<file path="src/rtl/mole_ctrl_pkg.sv">
// Shared types and widths for the whack-a-mole round controller.
// State encoding, output widths and the phase-length helper live here.
package mole_ctrl_pkg;

  typedef enum logic [2:0] {
    ST_IDLE      = 3'd0,
    ST_COUNTDOWN = 3'd1,
    ST_MOLE_UP   = 3'd2,
    ST_MOLE_DOWN = 3'd3,
    ST_PAUSED    = 3'd4,
    ST_GAME_OVER = 3'd5
  } state_t;

  localparam int SEC_W         = 7;
  localparam int RDY_W         = 4;
  localparam int MS_W          = 10;
  localparam int PH_W          = 16;
  localparam int MAX_LEVEL_DEF = 7;
  localparam int LW            = $clog2(MAX_LEVEL_DEF + 1);

  // Phase length shrinks by step per level but never drops below the floor.
  function automatic logic [PH_W-1:0] phase_ms(input int base, input int lvl,
                                               input int step, input int min_ms);
    int len;
    len = base - lvl * step;
    if (len < min_ms) len = min_ms;
    return PH_W'(len);
  endfunction

endpackage

</file>
<file path="src/rtl/ms_prescaler.sv">
// Divides clk down to a one-cycle millisecond tick, firing on the counter wrap.
// Count advances while enabled, holds when neither enabled nor cleared.
module ms_prescaler #(
  parameter int CLK_PER_MS = 50000
) (
  input  logic clk,
  input  logic rst,
  input  logic enable,
  input  logic clear,
  output logic tick
);

  localparam int PW = (CLK_PER_MS > 1) ? $clog2(CLK_PER_MS) : 1;
  localparam logic [PW-1:0] LAST = PW'(CLK_PER_MS - 1);

  logic [PW-1:0] count;

  assign tick = enable && (count == LAST);

  always_ff @(posedge clk) begin
    if (rst || clear) begin
      count <= '0;
    end else if (enable) begin
      count <= tick ? '0 : count + PW'(1);
    end
  end

endmodule

</file>
<file path="src/rtl/mole_round_controller.sv">
// Round sequencer for a whack-a-mole game: countdown, mole up/down phases, levels, pause.
// All outputs registered; every input takes effect on the next clock edge.
module mole_round_controller
  import mole_ctrl_pkg::*;
#(
  parameter int CLK_PER_MS     = 50000,
  parameter int GAME_LENGTH_S  = 20,
  parameter int READY_S        = 3,
  parameter int MOLE_UP_MS     = 1000,
  parameter int MOLE_DOWN_MS   = 1000,
  parameter int STEP_MS        = 100,
  parameter int MIN_MS         = 300,
  parameter int HITS_PER_LEVEL = 5,
  parameter int MAX_LEVEL      = MAX_LEVEL_DEF
) (
  input  logic                           clk,
  input  logic                           rst,
  input  logic                           start_pressed,
  input  logic                           pause_pressed,
  input  logic                           hit,
  input  logic                           miss,
  output logic                           game_in_progress,
  output logic                           mole_clk,
  output logic                           mole_up,
  output logic [SEC_W-1:0]               seconds_left,
  output logic [RDY_W-1:0]               ready_count,
  output logic [$clog2(MAX_LEVEL+1)-1:0] level,
  output logic                           game_over
);

  localparam int LVW = $clog2(MAX_LEVEL + 1);
  localparam int SKW = $clog2(HITS_PER_LEVEL + 1);
  localparam logic [MS_W-1:0] MS_LAST = MS_W'(999);
  localparam logic [LVW-1:0]  LV_MAX  = LVW'(MAX_LEVEL);
  localparam logic [SKW-1:0]  SK_TOP  = SKW'(HITS_PER_LEVEL);

  state_t state, state_nxt, saved;

  logic            running, in_play, start_ok;
  logic            prescale_en, prescale_clr, tick;
  logic            sec_wrap, phase_done, enter_phase, mole_clk_nxt;
  logic [MS_W-1:0] ms_in_sec;
  logic [PH_W-1:0] phase_cnt, phase_len;
  logic [RDY_W-1:0] ready, ready_nxt;
  logic [LVW-1:0]  level_nxt;
  logic [SKW-1:0]  streak, streak_nxt;

  assign running  = state inside {ST_COUNTDOWN, ST_MOLE_UP, ST_MOLE_DOWN};
  assign in_play  = state inside {ST_MOLE_UP, ST_MOLE_DOWN};
  assign start_ok = (state == ST_IDLE || state == ST_GAME_OVER) && start_pressed;

  // The pause cycle itself is not counted, so a phase resumes exactly where it stopped.
  assign prescale_en  = running && !pause_pressed;
  assign prescale_clr = !running && (state != ST_PAUSED);

  ms_prescaler #(
    .CLK_PER_MS(CLK_PER_MS)
  ) u_prescaler (
    .clk   (clk),
    .rst   (rst),
    .enable(prescale_en),
    .clear (prescale_clr),
    .tick  (tick)
  );

  assign sec_wrap   = tick && (ms_in_sec == MS_LAST);
  assign phase_done = tick && (phase_cnt == phase_len - PH_W'(1));

  always_ff @(posedge clk) begin
    if (rst) begin
      state            <= ST_IDLE;
      saved            <= ST_IDLE;
      game_in_progress <= 1'b0;
      mole_clk         <= 1'b0;
      mole_up          <= 1'b0;
      game_over        <= 1'b0;
    end else begin
      state <= state_nxt;
      if (state_nxt == ST_PAUSED && state != ST_PAUSED) saved <= state;
      game_in_progress <= state_nxt inside {ST_COUNTDOWN, ST_MOLE_UP, ST_MOLE_DOWN, ST_PAUSED};
      mole_clk         <= mole_clk_nxt;
      mole_up          <= (state_nxt == ST_MOLE_UP);
      game_over        <= (state_nxt == ST_GAME_OVER);
    end
  end

  always_comb begin
    state_nxt = state;
    case (state)
      ST_IDLE, ST_GAME_OVER: begin
        if (start_pressed) state_nxt = ST_COUNTDOWN;
      end
      ST_COUNTDOWN: begin
        if (pause_pressed)                           state_nxt = ST_PAUSED;
        else if (sec_wrap && ready == RDY_W'(1))     state_nxt = ST_MOLE_UP;
      end
      ST_MOLE_UP: begin
        if (pause_pressed)                           state_nxt = ST_PAUSED;
        else if (sec_wrap && seconds_left == SEC_W'(1)) state_nxt = ST_GAME_OVER;
        else if (phase_done)                         state_nxt = ST_MOLE_DOWN;
      end
      ST_MOLE_DOWN: begin
        if (pause_pressed)                           state_nxt = ST_PAUSED;
        else if (sec_wrap && seconds_left == SEC_W'(1)) state_nxt = ST_GAME_OVER;
        else if (phase_done)                         state_nxt = ST_MOLE_UP;
      end
      ST_PAUSED: begin
        if (pause_pressed) state_nxt = saved;
      end
      default: state_nxt = ST_IDLE;
    endcase
  end

  always_comb begin
    mole_clk_nxt = (state == ST_COUNTDOWN || state == ST_MOLE_DOWN) && (state_nxt == ST_MOLE_UP);
    enter_phase  = (state_nxt inside {ST_MOLE_UP, ST_MOLE_DOWN}) && (state_nxt != state)
                   && (state != ST_PAUSED);
  end

  always_comb begin
    level_nxt  = level;
    streak_nxt = streak;
    ready_nxt  = ready;
    if (in_play) begin
      if (miss) begin
        streak_nxt = '0;
      end else if (hit) begin
        if (streak + SKW'(1) == SK_TOP) begin
          streak_nxt = '0;
          if (level != LV_MAX) level_nxt = level + LVW'(1);
        end else begin
          streak_nxt = streak + SKW'(1);
        end
      end
    end
    if (start_ok)                                ready_nxt = RDY_W'(READY_S);
    else if (sec_wrap && state == ST_COUNTDOWN)  ready_nxt = ready - RDY_W'(1);
  end

  always_ff @(posedge clk) begin
    if (rst) begin
      ms_in_sec    <= '0;
      ready        <= '0;
      ready_count  <= '0;
      seconds_left <= SEC_W'(GAME_LENGTH_S);
      level        <= '0;
      streak       <= '0;
      phase_cnt    <= '0;
      phase_len    <= phase_ms(MOLE_UP_MS, 0, STEP_MS, MIN_MS);
    end else begin
      ready       <= ready_nxt;
      ready_count <= (state_nxt == ST_COUNTDOWN) ? ready_nxt : '0;
      if (start_ok) begin
        ms_in_sec    <= '0;
        seconds_left <= SEC_W'(GAME_LENGTH_S);
        level        <= '0;
        streak       <= '0;
      end else begin
        level  <= level_nxt;
        streak <= streak_nxt;
        if (tick) ms_in_sec <= sec_wrap ? '0 : ms_in_sec + MS_W'(1);
        if (sec_wrap && in_play) seconds_left <= seconds_left - SEC_W'(1);
      end
      // Length is fixed at entry using the level that becomes visible with the new phase.
      if (enter_phase) begin
        phase_cnt <= '0;
        phase_len <= (state_nxt == ST_MOLE_UP)
                     ? phase_ms(MOLE_UP_MS,   int'(level_nxt), STEP_MS, MIN_MS)
                     : phase_ms(MOLE_DOWN_MS, int'(level_nxt), STEP_MS, MIN_MS);
      end else if (tick && in_play) begin
        phase_cnt <= phase_cnt + PH_W'(1);
      end
    end
  end

endmodule
</file>
<file path="config.mk">
export PLATFORM = sky130hd
export DESIGN_NAME = mole_round_controller
export DESIGN_NICKNAME = d
export VERILOG_FILES = /design/src/rtl/mole_ctrl_pkg.sv /design/src/rtl/ms_prescaler.sv /design/src/rtl/mole_round_controller.sv
export SDC_FILE = /design/constraint.sdc
export NUM_CORES = 1
export LEC_CHECK = 0
export CORE_AREA = 4 4 83 116
export CTS_CLUSTER_DIAMETER = 40
export DETAILED_ROUTE_END_ITERATION = 6
export DIE_AREA = 0 0 87 120
export GPL_ROUTABILITY_DRIVEN = 1
export PLACE_DENSITY = 0.75
export SETUP_SLACK_MARGIN = 0.02
export SYNTH_ARGS = -nofsm -noshare
export SYNTH_HDL_FRONTEND = slang
export SYNTH_SLANG_ARGS = --single-unit
</file>
<file path="constraint.sdc">
create_clock -name clk -period 3.7 [get_ports clk]
set_input_delay 0.74 -clock clk [delete_from_list [all_inputs] [get_ports clk]]
set_output_delay 0.74 -clock clk [all_outputs]
set_load 0.02 [all_outputs]
</file>
# == After elaboration in Yosys (flattened, before gate mapping) ==
# Index checks and enable logic that the tools add are counted.
# totals
romBits,0
in_bits,6
output_inout_bits,18
ramBits,0
latchBits,0
ff_bits,89
n_memories,0
elab_cells,101
# classes
div_mod_pow,0
bitwise,1
mux,24
n_eq_ne,19
order_cmp,1
n_reduce_logical,31
addsub,9
multipliers,1
n_shift,0
# op_table
op,n
$mux W3,18
$add A16 B1 Y16 const B,2
$mux W16,2
$eq A16 B16 Y1,1
$eq A16 B16 Y1 const B,1
$sub A16 B1 Y16 const B,1
$eq A3 B3 Y1 const B,5
$logic_and A1 B1 Y1,15
$pmux W3 S5,1
$eq A3 B2 Y1 const B,4
$lt A11 B10 Y1 const B,1
$sub A10 B10 Y11 const A,1
$add A10 B1 Y10 const B,1
$eq A10 B10 Y1 const B,1
$mux W10,1
$mul A3 B5 Y8 const B,1
$mux W4,2
$reduce_or A2 Y1,4
$eq A7 B1 Y1 const B,1
$sub A7 B1 Y7 const B,1
$add A3 B1 Y3 const B,2
$eq A3 B1 Y1 const B,2
$ne A3 B3 Y1 const B,2
$reduce_bool A2 Y1,3
10 further kinds,13

# == Depth between registers and ports, before layout ==
# logic_depth
depth_word,14
depth_mapped,18
mapped_depth_nobuf,17

# == Hierarchy ==
# Synthesis repeated with hierarchy kept, for this count alone.
# unflattened
hier_cells,531
hier_area_um2,4538.1
# by_module_without_submodules
mod,area_each_um2,cells_per_inst,seq_area_each_um2,n_inst
mole_round_controller,3693.5,445,1321.3,1
ms_prescaler,844.6,86,320.3,1

# == Least setup slack after synthesis ==
# Ideal clock, no wire load.
# synth_path
path_kind,input port to flip-flop
from,in miss
to,reg phase_len[3]
setup_time_ns,0.119
required_time_ns,3.581
stages,17
arrival_time_ns,3.808
path_buffers,1
setup_slack_ns,-0.227
cell_sequence,and4bb_2 -> nand4_1 -> mux2i_1 -> inv_1 -> ha_1 -> inv_1 -> ha_1 -> clkbuf_1 -> nand2_1 -> o21ai_0 -> a221o_1 -> o211ai_1 -> o22ai_1 -> ha_1 -> inv_1 -> and3_1 -> mux2i_1
# synth_via
elab_chain_len,6
# synth_rtl
element,line_no,text
from (decl),mole_round_controller.sv:21,"input logic miss,"
$mux W3 *,mole_round_controller.sv:125,if (miss) begin
$mux W3 *,mole_round_controller.sv:124,if (in_play) begin
named net level_nxt[1],mole_round_controller.sv:45,logic [LVW-1:0] level_nxt;
$mul A3 B5 Y8 *,mole_ctrl_pkg.sv:25,len = base - lvl * step;
$sub A10 B10 Y11 *,mole_ctrl_pkg.sv:25,
$lt A11 B10 Y1,mole_ctrl_pkg.sv:26,if (len < min_ms) len = min_ms;
$mux W16 *,mole_ctrl_pkg.sv:26,
to (signal assigned),mole_round_controller.sv:149,"phase_len <= phase_ms(MOLE_UP_MS, 0, STEP_MS, MIN_MS);"
to (signal assigned),mole_round_controller.sv:167,phase_len <= (state_nxt == ST_MOLE_UP)
to (decl),mole_round_controller.sv:43,"logic [PH_W-1:0] phase_cnt, phase_len;"
# The timed path passes the listed nets; every way through them passes the cells marked *.
# A chain may end at the register's enable or synchronous reset.

# == Worst setup path after layout ==
# layout_path
from,reg level[0]
to,reg phase_len[3]
# layout_via
elab_chain_len,10
word_cells_on_any_way,11
cone_classes,add/sub (2); mul (1); order compare (1); eq/ne (1); mux (6)
# layout_rtl
element,line_no,text
from (decl),mole_round_controller.sv:27,"output logic [$clog2(MAX_LEVEL+1)-1:0] level,"
from (signal assigned),mole_round_controller.sv:159,level <= level_nxt;
$add A3 B1 Y3 or $ne A3 B3 Y1 (tied branches),mole_round_controller.sv:130,if (level != LV_MAX) level_nxt = level + LVW'(1);
$mux W3 *,mole_round_controller.sv:130,
$mux W3 *,mole_round_controller.sv:128,if (streak + SKW'(1) == SK_TOP) begin
$mux W3 *,mole_round_controller.sv:127,end else if (hit) begin
$mux W3 *,mole_round_controller.sv:125,
$mux W3 *,mole_round_controller.sv:124,
named net level_nxt[1],mole_round_controller.sv:45,
$mul A3 B5 Y8 *,mole_ctrl_pkg.sv:25,
$sub A10 B10 Y11 *,mole_ctrl_pkg.sv:25,
$lt A11 B10 Y1,mole_ctrl_pkg.sv:26,
$mux W16 *,mole_ctrl_pkg.sv:26,
# Marked as above.

==> summary.md <==
| Metric | Value |
|---|---|
| Switching share of power | 21.58% |
| Final Hold Viols | 0 |
| Vias in the first global route | 3876 |
| Routed length on met1 | 4.298 mm |
| Register area | 0.001642 mm² |
| Yosys reg bits | 82 |
| FILL cells | 676 |
| Commonest cells in the netlist | 82 x dfxtp_1, 70 x nor2_1, 42 x nand2_1, 40 x xor2_1, 33 x nor3_1 |
| Gate power share | 4.5% |
| Final-report setup violation count | 0 |
| CTS Buf Count | 9 |
| Clock slew at reported path FFs | 60 ps |
| Met3 routed WL | 261 µm |
| F_max | 288.7 MHz |
| H-tree Lvls | 3 |
| Tot GR Track Use | 20.23% |
| Number of port buffers | 23 |
| Ys async rst share | 0% |
| Global route overflow | 0 |
| Most numerous cell in the Yosys netlist | dfxtp_1 |
| CTS Sinks | 82 |
| Simple-gate area share of the yosys netlist | 30.15% |
| Worst-skew pair later-pin latency | 340 ps |
| Final cycle utilization of the critical path | 93.60% |
| Max Root-Sink Buffers | 2 |
| Layout cells sized above 1 | 13.64% |
| WL/cell | 14.39 µm |
| GPL Wtd Cong | 0.9386 |
| DIE WIDTH | 87 µm |
| Residual DRC count | 0 |
| DIE HEIGHT | 120 µm |
| Compound-cell area share of the yosys netlist | 9.731% |
| Highest net fanout along the worst path | 5 |
| P&R area growth vs syn | 19.24% |
| DRT Pass-1 Iters | 4 |
| Post-synthesis adder-cell area fraction | 6.031% |
| Worst Setup Path Type | flop to flop |
| LEAKAGE | 2.134 nW |
| Clock network power share | 47.1% |
| Tmin final | 3463 ps |
| Syn_nets | 570 |
| Post-synth EDFFs | 0 |
| Seq pwr share | 48.3% |
| Vias | 3977 |
| Die ar. | 0.01044 mm² |
| DP HPWL | 7.443 mm |
| First-iteration detailed-routing DRC count | 127 |
| Critical path startpoint | level[0] |
| Status | finished, final reports clean |
| Via/cell ratio | 5.690 |
| Int Pwr | 1.454 mW |
| Worst Tran Pin Value | 838.5 ps |
| Ys flop type | dfxtp_1 |
| Distinct cells, synth | 61 |
| Top cell type's share of synthesized area | 35.96% |
| Layout Nets | 618 |
| Root Buffer | clkbuf_16 |
| Highest metal used | met4 |
| Ys Warns | 0 |
| Initial antenna violation count | 0 |
| ANT nets after route | 0 |
| Largest area contributor in the netlist | dfxtp_1 |
| Syn Std Cell Area | 0.004564 mm² |
| Met2 wire length | 5.191 mm |
| Fin worst setup slack | 236.7 ps |
| Multi-input logic area | 0.002821 mm² |
| Setup Skew | 4.952 ps |
| Peak supply drop | 329.2 µV |
| Sequential area share after synthesis | 35.96% |
| CTS tree | built |
| Worst hold start | saved[2] |
| Gate Count Post-Synth | 542 |
| IO Pins | 24 |
| Final setup TNS | 0 ps |
| Post-Place Worst Slack | -444.2 ps |
| CORE AREA | 0.008558 mm² |
| CP arrival | 3680 ps |
| Syn_area_per_cell | 8.421 µm² |
| Post-synthesis xor/xnor area fraction | 11.90% |
| RSZ-0062 raised after global routing | no |
| Worst EP required | 3920 ps |
| CP startpoint kind | flop |
| Slew Limit Fails | 0 |
| Initial core utilization | 53.33% |
| Pwr dens | 340.6 mW/mm² |
| FF-to-FF Start | level[0] |
| Total Wirelength | 10.06 mm |
| Crit. End Element | flop |
| HP Class | flop to flop |
| Row cnt | 40 |
| Slew HR | 43.59% |
| CTS Hold Buffers Added | 0 |
| Largest family of logic cells by synthesized area | simple AND/OR/NAND/NOR gates |
| Number of diodes | 0 |
| Mux share of post-synthesis cell area | 2.659% |
| Sw Pwr | 0.4000 mW |
| Top post-synthesis cells by area | dfxtp_1 36%, xor2_1 7.7%, ha_1 6.0% |
| Max-cap viol count | 0 |
| Largest net degree at the start of global routing | 35 |
| First-pass GRT wire length | 17.21 mm |
[placed cells by master (no fill, tap or decap), drive strengths merged, types with 3 or more instances in the layout]
cell	Yosys	final
nor2b	5	5
nand3b	3	3
o21ai	9	9
xor2	40	40
nor3	36	36
clkdlybuf4s50	0	21
inv	19	19
a22oi	3	3
o211ai	3	3
nor2	70	70
a21o	3	3
a21oi	17	17
xnor2	22	22
nand2	42	42
nand2b	5	5
dfxtp	82	82
nor4	8	8
or3	4	4
and4	3	3
nand4	18	18
clkbuf	17	12
buf	4	35
and2	3	3
mux2i	11	11
a31oi	5	5
and3	22	22
or2	5	5
ha	22	22
nand3	25	25
[registers in the layout, summed over array words and instances, names as in the netlist]
register / count
seconds_left: 7
game_in_progress: 1
level: 3
mole_up: 1
saved: 3
streak: 3
u_prescaler.count: 16
phase_len: 9
state: 3
mole_clk: 1
ready_count: 4
ready: 4
phase_cnt: 16
ms_in_sec: 10
game_over: 1
[worst max-delay path, cell delays in order (launching register included)]
cell      delay [ps]
dfxtp_1          480
ha_1             250
nand2_1           80
nand4_1          140
mux2i_2          280
inv_2            100
ha_4             170
or2_2            260
a41o_1           220
nand2_1           70
o21ai_1           50
a221o_1          340
o211ai_1          90
o22ai_1          100
ha_1             380
inv_2            110
and3_4           170
mux2i_1           60
[what timing repair did]
action / CTS / global route
setup endpoints to repair: 8 / 8
pin swaps: 2 / 5
gates cloned: 0 / 0
setup buffers: 0 / 2
gates resized for setup: 4 / 10
[routing by layer]
layer  global-route usage (%)  vias to the layer above
li1                         -                     2015
met1                    23.11                     1869
met2                    34.60                       64
met3                    3.571                       29
met4                    11.50                        0
met5                        0                        -
[cells by family after synthesis]
group / count (synthesis)
buffers and inverters: 40
DFF: 82
muxes: 12
AOI/OAI and AO/OA: 63
and+or+nand+nor: 261
adders and majority gates: 22
xor gates and xnor gates: 62
[area by class of cell]
cell class,count,area share [%]
Tap cell,105,2.414
Clock buffer,10,4.391
Clock inverter,5,1.011
Timing Repair Buffer,58,8.874
Sequential cell,82,30.16
Multi-Input combinational cell,420,51.84
Inverter,19,1.310
[power by group through the flow]
| stage | logic, mW | clock network, mW | registers (mW) |
|---|---|---|---|
| 2_1_floorplan | 0.0555 | 0 | 0.916 |
| 3_3_place_gp | 0.0824 | 0 | 0.915 |
| 3_5_place_dp | 0.0840 | 0 | 0.915 |
| 4_1_cts | 0.0841 | 0.892 | 0.896 |
| 5_1_grt | 0.0935 | 0.926 | 0.897 |
| 6_report | 0.0840 | 0.874 | 0.896 |
[final timing paths]
check | slack, ps | endpoint | depth (start not counted)
min | 490 | saved[2] | 1
max | 240 | phase_len[3] | 17
max reg2reg | 240 | phase_len[3] | 17
min reg2reg | 490 | saved[2] | 1
[per-stage QoR]
step                      hold slack, ps  std cells  instance area (µm²)  utilization [%]  total power [mW]
after floorplan                    448.9        542                 4588                -            0.9712
after global routing               508.9        699                 5443            63.60             1.916
after detailed placement           473.3        682                 5096            59.55            0.9993
after global placement             463.5        682                 5096            59.55            0.9973
after CTS                          487.3        697                 5400            63.10             1.872
final                              492.3        699                 5443            63.60             1.854
No activity file was read; power rests on OpenSTA's default activity.
